### config.mk
export PLATFORM = sky130hd
export DESIGN_NAME = cla_word_sequencer_flat
export DESIGN_NICKNAME = d
export VERILOG_FILES = /design/src/rtl/cla_word_sequencer_if.sv /design/src/rtl/cla_word_sequencer.sv /design/src/flat_wrapper.sv
export SDC_FILE = /design/constraint.sdc
export NUM_CORES = 1
export LEC_CHECK = 0
export CORE_MARGIN = 4
export CORE_UTILIZATION = 52
export CTS_BUF_LIST = sky130_fd_sc_hd__clkbuf_16
export DETAILED_ROUTE_END_ITERATION = 10
export GPL_ROUTABILITY_DRIVEN = 0
export PLACE_DENSITY_LB_ADDON = 0.08
export SETUP_SLACK_MARGIN = 0.2
export SLEW_MARGIN = 30
export SYNTH_ARGS = -nofsm -noshare
export SYNTH_HDL_FRONTEND = slang
export SYNTH_SLANG_ARGS = --single-unit
### constraint.sdc
create_clock -name clk_i -period 4.7 [get_ports clk_i]
set_input_delay 0.47 -clock clk_i [delete_from_list [all_inputs] [get_ports clk_i]]
set_output_delay 0.47 -clock clk_i [all_outputs]
set_load 0.01 [all_outputs]
### src/rtl/cla_word_sequencer_if.sv
// Request/result handshakes plus the shared 8-bit adder slice port for cla_word_sequencer.
interface cla_word_sequencer_if #(
  parameter int unsigned NUM_BYTES = 4
);
  localparam int unsigned W = 8 * NUM_BYTES;

  logic         valid_i;
  logic         ready_o;
  logic [W-1:0] a_i;
  logic [W-1:0] b_i;
  logic         c_i;
  logic         sub_i;
  logic [7:0]   add_a_o;
  logic [7:0]   add_b_o;
  logic         add_c_o;
  logic [7:0]   add_sum_i;
  logic         add_c_i;
  logic         valid_o;
  logic         ready_i;
  logic [W-1:0] sum_o;
  logic         c_o;
  logic         ovf_o;
  logic         zero_o;

  // Sequencer side
  modport slave (
    input  valid_i, a_i, b_i, c_i, sub_i, add_sum_i, add_c_i, ready_i,
    output ready_o, add_a_o, add_b_o, add_c_o, valid_o, sum_o, c_o, ovf_o, zero_o
  );

  // Issue logic / adder / consumer side
  modport master (
    output valid_i, a_i, b_i, c_i, sub_i, add_sum_i, add_c_i, ready_i,
    input  ready_o, add_a_o, add_b_o, add_c_o, valid_o, sum_o, c_o, ovf_o, zero_o
  );
endinterface

### src/rtl/cla_word_sequencer.sv
// Word-wide add/subtract built by stepping one shared 8-bit adder slice LSB-first.
module cla_word_sequencer #(
  parameter int unsigned NUM_BYTES = 4
) (
  input logic                  clk_i,
  input logic                  rst_i,
  cla_word_sequencer_if.slave  bus
);
  localparam int unsigned W     = 8 * NUM_BYTES;
  localparam int unsigned IDX_W = $clog2(NUM_BYTES);

  typedef enum logic [1:0] {IDLE, RUN, DONE} state_t;

  state_t             state_q, state_d;
  logic [W-1:0]       a_q, b_q, res_q, res_d;
  logic               carry_q;
  logic [IDX_W-1:0]   idx_q;
  logic [IDX_W+2:0]   bit_base;
  logic               accept, last;
  logic [W-1:0]       sum_q;
  logic               c_q, ovf_q, zero_q, ready_q, valid_q;
  logic [7:0]         add_a_c, add_b_c;
  logic               add_cin_c;

  assign bit_base = {idx_q, 3'b000};

  // State register
  always_ff @(posedge clk_i or posedge rst_i) begin
    if (rst_i) state_q <= IDLE;
    else       state_q <= state_d;
  end

  // Next-state decode and byte-step selection
  always_comb begin
    state_d = state_q;
    accept  = 1'b0;
    last    = 1'b0;
    res_d   = res_q;
    res_d[bit_base +: 8] = bus.add_sum_i;
    case (state_q)
      IDLE: begin
        accept = bus.valid_i & ready_q;
        if (accept) state_d = RUN;
      end
      RUN: begin
        last = (idx_q == IDX_W'(NUM_BYTES - 1));
        if (last) state_d = DONE;
      end
      DONE: begin
        if (bus.ready_i) state_d = IDLE;
      end
      default: state_d = IDLE;
    endcase
  end

  // Adder slice operands: current byte while running, zero otherwise
  always_comb begin
    add_a_c   = 8'h00;
    add_b_c   = 8'h00;
    add_cin_c = 1'b0;
    if (state_q == RUN) begin
      add_a_c   = a_q[bit_base +: 8];
      add_b_c   = b_q[bit_base +: 8];
      add_cin_c = carry_q;
    end
  end

  // Operand latch, byte accumulation and carry chain
  always_ff @(posedge clk_i or posedge rst_i) begin
    if (rst_i) begin
      a_q     <= '0;
      b_q     <= '0;
      res_q   <= '0;
      carry_q <= 1'b0;
      idx_q   <= '0;
    end else if (accept) begin
      a_q     <= bus.a_i;
      b_q     <= bus.sub_i ? ~bus.b_i : bus.b_i;
      res_q   <= '0;
      carry_q <= bus.sub_i ? 1'b1 : bus.c_i;
      idx_q   <= '0;
    end else if (state_q == RUN) begin
      res_q   <= res_d;
      carry_q <= bus.add_c_i;
      idx_q   <= last ? '0 : idx_q + IDX_W'(1);
    end
  end

  // Result/flag registers, updated only on the final byte step
  always_ff @(posedge clk_i or posedge rst_i) begin
    if (rst_i) begin
      sum_q  <= '0;
      c_q    <= 1'b0;
      ovf_q  <= 1'b0;
      zero_q <= 1'b0;
    end else if (last) begin
      sum_q  <= res_d;
      c_q    <= bus.add_c_i;
      ovf_q  <= (a_q[W-1] == b_q[W-1]) & (bus.add_sum_i[7] != a_q[W-1]);
      zero_q <= (res_d == '0);
    end
  end

  // Handshake flags registered from the next state
  always_ff @(posedge clk_i or posedge rst_i) begin
    if (rst_i) begin
      ready_q <= 1'b1;
      valid_q <= 1'b0;
    end else begin
      ready_q <= (state_d == IDLE);
      valid_q <= (state_d == DONE);
    end
  end

  assign bus.ready_o = ready_q;
  assign bus.valid_o = valid_q;
  assign bus.sum_o   = sum_q;
  assign bus.c_o     = c_q;
  assign bus.ovf_o   = ovf_q;
  assign bus.zero_o  = zero_q;
  assign bus.add_a_o = add_a_c;
  assign bus.add_b_o = add_b_c;
  assign bus.add_c_o = add_cin_c;
endmodule

### src/flat_wrapper.sv
// flat-port wrapper written by rule: the top's interface ports become plain ports
module cla_word_sequencer_flat 
#(
  parameter int unsigned NUM_BYTES = 4
)
  (clk_i, rst_i, bus_valid_i, bus_a_i, bus_b_i, bus_c_i, bus_sub_i, bus_add_sum_i, bus_add_c_i, bus_ready_i, bus_ready_o, bus_add_a_o, bus_add_b_o, bus_add_c_o, bus_valid_o, bus_sum_o, bus_c_o, bus_ovf_o, bus_zero_o);
  cla_word_sequencer_if #(.NUM_BYTES(NUM_BYTES)) bus_i ();
  input logic clk_i;
  input logic rst_i;
  input wire logic [$bits(bus_i.valid_i)-1:0] bus_valid_i;
  input wire logic [$bits(bus_i.a_i)-1:0] bus_a_i;
  input wire logic [$bits(bus_i.b_i)-1:0] bus_b_i;
  input wire logic [$bits(bus_i.c_i)-1:0] bus_c_i;
  input wire logic [$bits(bus_i.sub_i)-1:0] bus_sub_i;
  input wire logic [$bits(bus_i.add_sum_i)-1:0] bus_add_sum_i;
  input wire logic [$bits(bus_i.add_c_i)-1:0] bus_add_c_i;
  input wire logic [$bits(bus_i.ready_i)-1:0] bus_ready_i;
  output wire logic [$bits(bus_i.ready_o)-1:0] bus_ready_o;
  output wire logic [$bits(bus_i.add_a_o)-1:0] bus_add_a_o;
  output wire logic [$bits(bus_i.add_b_o)-1:0] bus_add_b_o;
  output wire logic [$bits(bus_i.add_c_o)-1:0] bus_add_c_o;
  output wire logic [$bits(bus_i.valid_o)-1:0] bus_valid_o;
  output wire logic [$bits(bus_i.sum_o)-1:0] bus_sum_o;
  output wire logic [$bits(bus_i.c_o)-1:0] bus_c_o;
  output wire logic [$bits(bus_i.ovf_o)-1:0] bus_ovf_o;
  output wire logic [$bits(bus_i.zero_o)-1:0] bus_zero_o;
  assign bus_i.valid_i = bus_valid_i;
  assign bus_i.a_i = bus_a_i;
  assign bus_i.b_i = bus_b_i;
  assign bus_i.c_i = bus_c_i;
  assign bus_i.sub_i = bus_sub_i;
  assign bus_i.add_sum_i = bus_add_sum_i;
  assign bus_i.add_c_i = bus_add_c_i;
  assign bus_i.ready_i = bus_ready_i;
  assign bus_ready_o = bus_i.ready_o;
  assign bus_add_a_o = bus_i.add_a_o;
  assign bus_add_b_o = bus_i.add_b_o;
  assign bus_add_c_o = bus_i.add_c_o;
  assign bus_valid_o = bus_i.valid_o;
  assign bus_sum_o = bus_i.sum_o;
  assign bus_c_o = bus_i.c_o;
  assign bus_ovf_o = bus_i.ovf_o;
  assign bus_zero_o = bus_i.zero_o;
  cla_word_sequencer #(.NUM_BYTES(NUM_BYTES)) u_core (.clk_i(clk_i), .rst_i(rst_i), .bus(bus_i));
endmodule
Yosys cells after proc, flatten, opt, wreduce, memory -nomap -nowiden:

Cells that the tools add are included.

* register bits: 138
* input bits: 79
* output and inout bits: 54

* $add $sub $neg: 2
* equal/unequal tests: 6
* shifts and indexed selects: 4
* muxes and demuxes: 19
* bitwise gates (word level): 3
* reduce and logical (&&, ||, !) cells: 4

Operators by type and width (number)
* two-way mux 32 bit: 3
* indexed part select 32 x 6 -> 8 bit: 2
* bitwise mux 32 bit: 1
* logical NOT 32 bit: 1
* inverter 32 bit: 1
* variable shift 8 x 7 -> 32 bit, first input constant: 1
* indexed part select 8 x 7 -> 32 bit: 1
* two-way mux 8 bit: 2
* two-way mux 2 bit: 6
* negation 5 -> 7 bit: 1
* == test 2 bit, second input constant: 3
* two-way mux 1 bit: 6
* case mux 2 bit (3 select lines): 1
* logical NOT 2 bit: 2
* adder 2 x 1 -> 2 bit, second input constant: 1
* bitwise AND 1 bit: 2
* == test 2 x 1 -> 1 bit, second input constant: 1
* nonzero test 2 bit: 1
* == test 1 bit: 1
* != test 1 bit: 1

Depth between registers and ports, before layout:

* depth in word-level cells: 5
* mapped depth: 10
* mapped depth without buffers: 7

Worst setup path before layout:

OpenSTA, ideal clock, no wires.

* path type: register to register
* from: reg u_core.idx_q[1]
* to: reg u_core.zero_q (netlist: u_core.bus.zero_o)
* setup time: 0.122 ns
* arrival time: 2.515 ns
* path slack: 2.063 ns
* stages on the path, launching flop included: 11
* period minus slack after synthesis: 2.637 ns
* cells stage by stage: dfrtp_1 clkbuf_1 buf_2 inv_1 ha_1 or3b_1 buf_4 nor3_2 nor3b_1 o21a_1 a32o_1

* word-level cells in the longest chain between the ends: 4

RTL lines
* from (decl): RTL line cla_word_sequencer.sv:17 `logic [IDX_W-1:0] idx_q;`
* from (signal assigned): RTL line cla_word_sequencer.sv:85 `idx_q <= last ? '0 : idx_q + IDX_W'(1);`
* negation 5 -> 7 bit: RTL line cla_word_sequencer.sv:39 `res_d[bit_base +: 8] = bus.add_sum_i;`
* indexed part select 8 x 7 -> 32 bit or variable shift 8 x 7 -> 32 bit (tied branches): RTL line cla_word_sequencer.sv:39
* bitwise mux 32 bit: RTL line cla_word_sequencer.sv:39
* logical NOT 32 bit: RTL line cla_word_sequencer.sv:100 `zero_q <= (res_d == '0);`
* to (signal assigned): RTL line cla_word_sequencer.sv:100
* to (decl): RTL line cla_word_sequencer.sv:21 `logic c_q, ovf_q, zero_q, ready_q, valid_q;`

Parallel ways exist; a longest one is shown, timed or not.
A chain may end at the register's enable or synchronous reset.

Final worst setup path:

* from: reg u_core.idx_q[0]
* to: out bus_add_b_o[5]

* word-level cells in the longest chain between the ends: 2

RTL lines
* indexed part select 32 x 6 -> 8 bit: RTL line cla_word_sequencer.sv:63 `add_b_c = b_q[bit_base +: 8];`
* two-way mux 8 bit: RTL line cla_word_sequencer.sv:61 `if (state_q == RUN) begin`
* to (decl): RTL line flat_wrapper.sv:20 `output wire logic [$bits(bus_i.add_b_o)-1:0] bus_add_b_o;`

No other way between the ends.

==> metrics.txt <==
status=complete, no violations; Yosys top cell area share=between 50% and 60%; WS Path Type=reg -> out; area leader, netlist=dfrtp_1; Avg Synthesized Cell Area=roughly 9.9 sq um; DIE HEIGHT=about 120 um; DP HPWL=slightly above 10,000 um; grt ovf=0; YS warnings=0; gr usage total=between 20% and 30%; top_reg_cell synth=dfrtp_1; Hold Path Class=reg -> reg; CTS Buf Count=17; TritonRoute pass-1 iters=5; Finished Cell Area=8550 sq um; crit path cell chain=buf_4 -> mux4_2 -> and2_1 -> clkdlybuf4s50_1; Final Hold Vio Count=0; initial antenna violation count=0; Setup Skew=about 0.0058 ns; R2R depth=8; simple-gate portion of the synthesized area=a little under a fifth; Syn Nets=roughly 740; starting density of the core=53.7%; slowest stage cell, crit path=dfrtp_2; Worst Tran Pin Value=around 0.89 ns; final worst-path cycle share=~65%; area of placed instances=~7900 sq um; H-tree depth=4; hold path cells=2; most frequent cells in the layout=165 x nand2_1, 136 x dfrtp_1, 131 x clkdlybuf4s50_1; clock latency on the worst-skew pair=roughly 0.42 ns; Comb pwr share=a little under two fifths; mux share of post-synthesis cell area=5.71%; cts hold-fix bufs=0; Cell Count Post-Placement=between 900 and 1,000; Longest Clk Path Bufs=2; number of DRC markers in iteration 0=346; cell area after synthesis=6510 sq um; Clock power frac=26.0%; n_diodes=0; Clock transition at path regs=approximately 0.050 ns; Port Buffers=between 100 and 150; Final min period=3.05 ns; io pins=133; critical path startpoint category=flip-flop; CP endpoint kind=output port; Avg Vias per Cell=5.34; CTS tree=done; Int Power=3.63 mW; Synth cell types=38; RSZ-0062 raised after global routing=no; Vias=around 5,000; fin. max-slew vios=0; Final TNS setup=0 ns; Routed WL=14,900 um; largest cells by area after synthesis=dfrtp_1 53%, nand2_1 9.6%, mux4_2 5.5%; Synth Area in XOR/XNOR=under 10%; slew margin rel.=between 40% and 50%; sequential area share after synthesis=53.1%; core footprint=12,100 sq um; Core Rows=40; arrival time worst endpoint=between 2 and 3 ns; sequential share of power=between 30% and 40%; Max stage delay on crit path=0.70 ns; most common cell after layout, fill and taps aside=nand2_1; Final ANT Viol Nets=0; Critical Path Fanout Max=21; fin nets=approximately 850; post_cts resized=0; largest family of logic cells by synthesized area=simple AND/OR/NAND/NOR gates; WHS=0.473 ns; Sw Pwr=about 1.8 mW; Post-Synth Adder-Cell Area=1.15%; switching part of the total=between 30% and 40%; Post-synth EDFFs=0; Layout Area Growth over Synthesis=31.4%; CTS Sinks=around 140; f_max=328 MHz; max_cap viols=0; vias in the first global route=just over 5,000; Synth Instances=654; compound-gate portion of the synthesized area=13.8%; share of layout cells above drive strength 1=between 8 and 9%; Leakage=~3.8 nW; Final Non-Filler Cells=between 900 and 1,000; Die W=roughly 120 um; die area=between 10,000 and 15,000 sq um; WL per Instance=about 16 um; global-route wire length before repair=25,000 um; Final Core Density=between 70% and 80%; Post-synth ARST share=100%; endpoints failing setup=0; P per Cell Area=638 nW/um^2; CP required=~4.2 ns; largest net degree at the start of global routing=roughly 110; DRC Markers=0; FF+latch count, synth=between 100 and 150; clock root buffer=clkbuf_16; setup bufs post-CTS=0; Worst VDD drop=~0.28 mV
==> cell families (layout without fill, tap and decap cells) <==
family / after synthesis / after routing
AO/OA/AOI/OAI: 151 / 151
XOR/XNOR: 32 / 32
adder cells (fa/ha/maj): 6 / 6
buffers and inverters: 52 / 173
flip-flops: 138 / 138
multiplexers: 17 / 17
AND/OR/NAND/NOR: 258 / 258
==> power groups by stage <==
stage,clock [mW],combinational (mW),sequential (mW)
floorplan,0,1.28,1.93
global placement,0,2.01,1.96
detailed placement,0,2.07,1.98
CTS,1.44,2.08,1.97
global route,1.49,2.29,2.03
finish,1.42,2.07,1.97
==> worst max-delay path, delay by kind of cell (launching register included) <==
family	cells	cell delay (ns)
and+or+nand+nor	1	0.20
buffers and inverters	2	0.75
DFF	1	0.70
muxes	1	0.51
==> state kept, by name (all words and copies together) (netlist names) <==
register	cells
u_core.state_q	2
u_core.b_q	32
u_core.a_q	32
u_core.bus.sum_o	32
u_core.res_q	32
u_core.bus.valid_o	1
u_core.bus.zero_o	1
u_core.idx_q	2
u_core.carry_q	1
u_core.bus.c_o	1
u_core.bus.ready_o	1
u_core.bus.ovf_o	1
==> cells in the mapped netlist (7+ instances only) <==
| master | count |
|---|---|
| a21oi_1 | 41 |
| a22o_1 | 31 |
| and2_1 | 18 |
| buf_2 | 8 |
| clkbuf_1 | 34 |
| dfrtp_1 | 137 |
| mux4_2 | 16 |
| nand2_1 | 166 |
| nor2b_1 | 34 |
| nor4_1 | 8 |
| o21ai_0 | 64 |
| o21ai_1 | 7 |
| xnor2_1 | 32 |
==> routing by layer <==
metal	track usage (%)	part of all wire (%)	routed length (um)
met2	35.4	50	7400
met3	5.56	5.4	802
met1	28.1	43	6430
met4	9.23	1.6	238
met5	0	0	0
==> path summary, 6_finish.rpt <==
check                           startpoint                  end  slack (ns)
max                        u_core.idx_q[0]       bus_add_b_o[5]        1.65
min                         u_core.a_q[29]       u_core.a_q[29]        0.47
max reg2reg                u_core.idx_q[1]    u_core.bus.zero_o        1.80
min reg2reg                 u_core.a_q[29]       u_core.a_q[29]        0.47
max in group asynchronous            rst_i        u_core.b_q[9]        3.19
min in group asynchronous            rst_i  u_core.bus.sum_o[6]        0.57
==> layout make-up <==
class | instances | area [sq um]
Timing Repair Buffer | 138 | 1370
Tap cell | 168 | 210
Fill cell | 950 | 3560
Clock buffer | 17 | 425
Clock inverter | 15 | 205
Sequential cell | 138 | 3460
Multi-Input combinational cell | 464 | 2860
Inverter | 3 | 18.8
==> metrics by stage <==
step | worst slack [ns] | power (mW)
floorplan | 0.535 | 3.21
global placement | 1.68 | 3.97
detailed placement | 1.62 | 4.05
CTS | 1.30 | 5.49
global route | 1.53 | 5.82
finish | 1.65 | 5.45
Note: power is estimated with default switching activity, not from simulation.
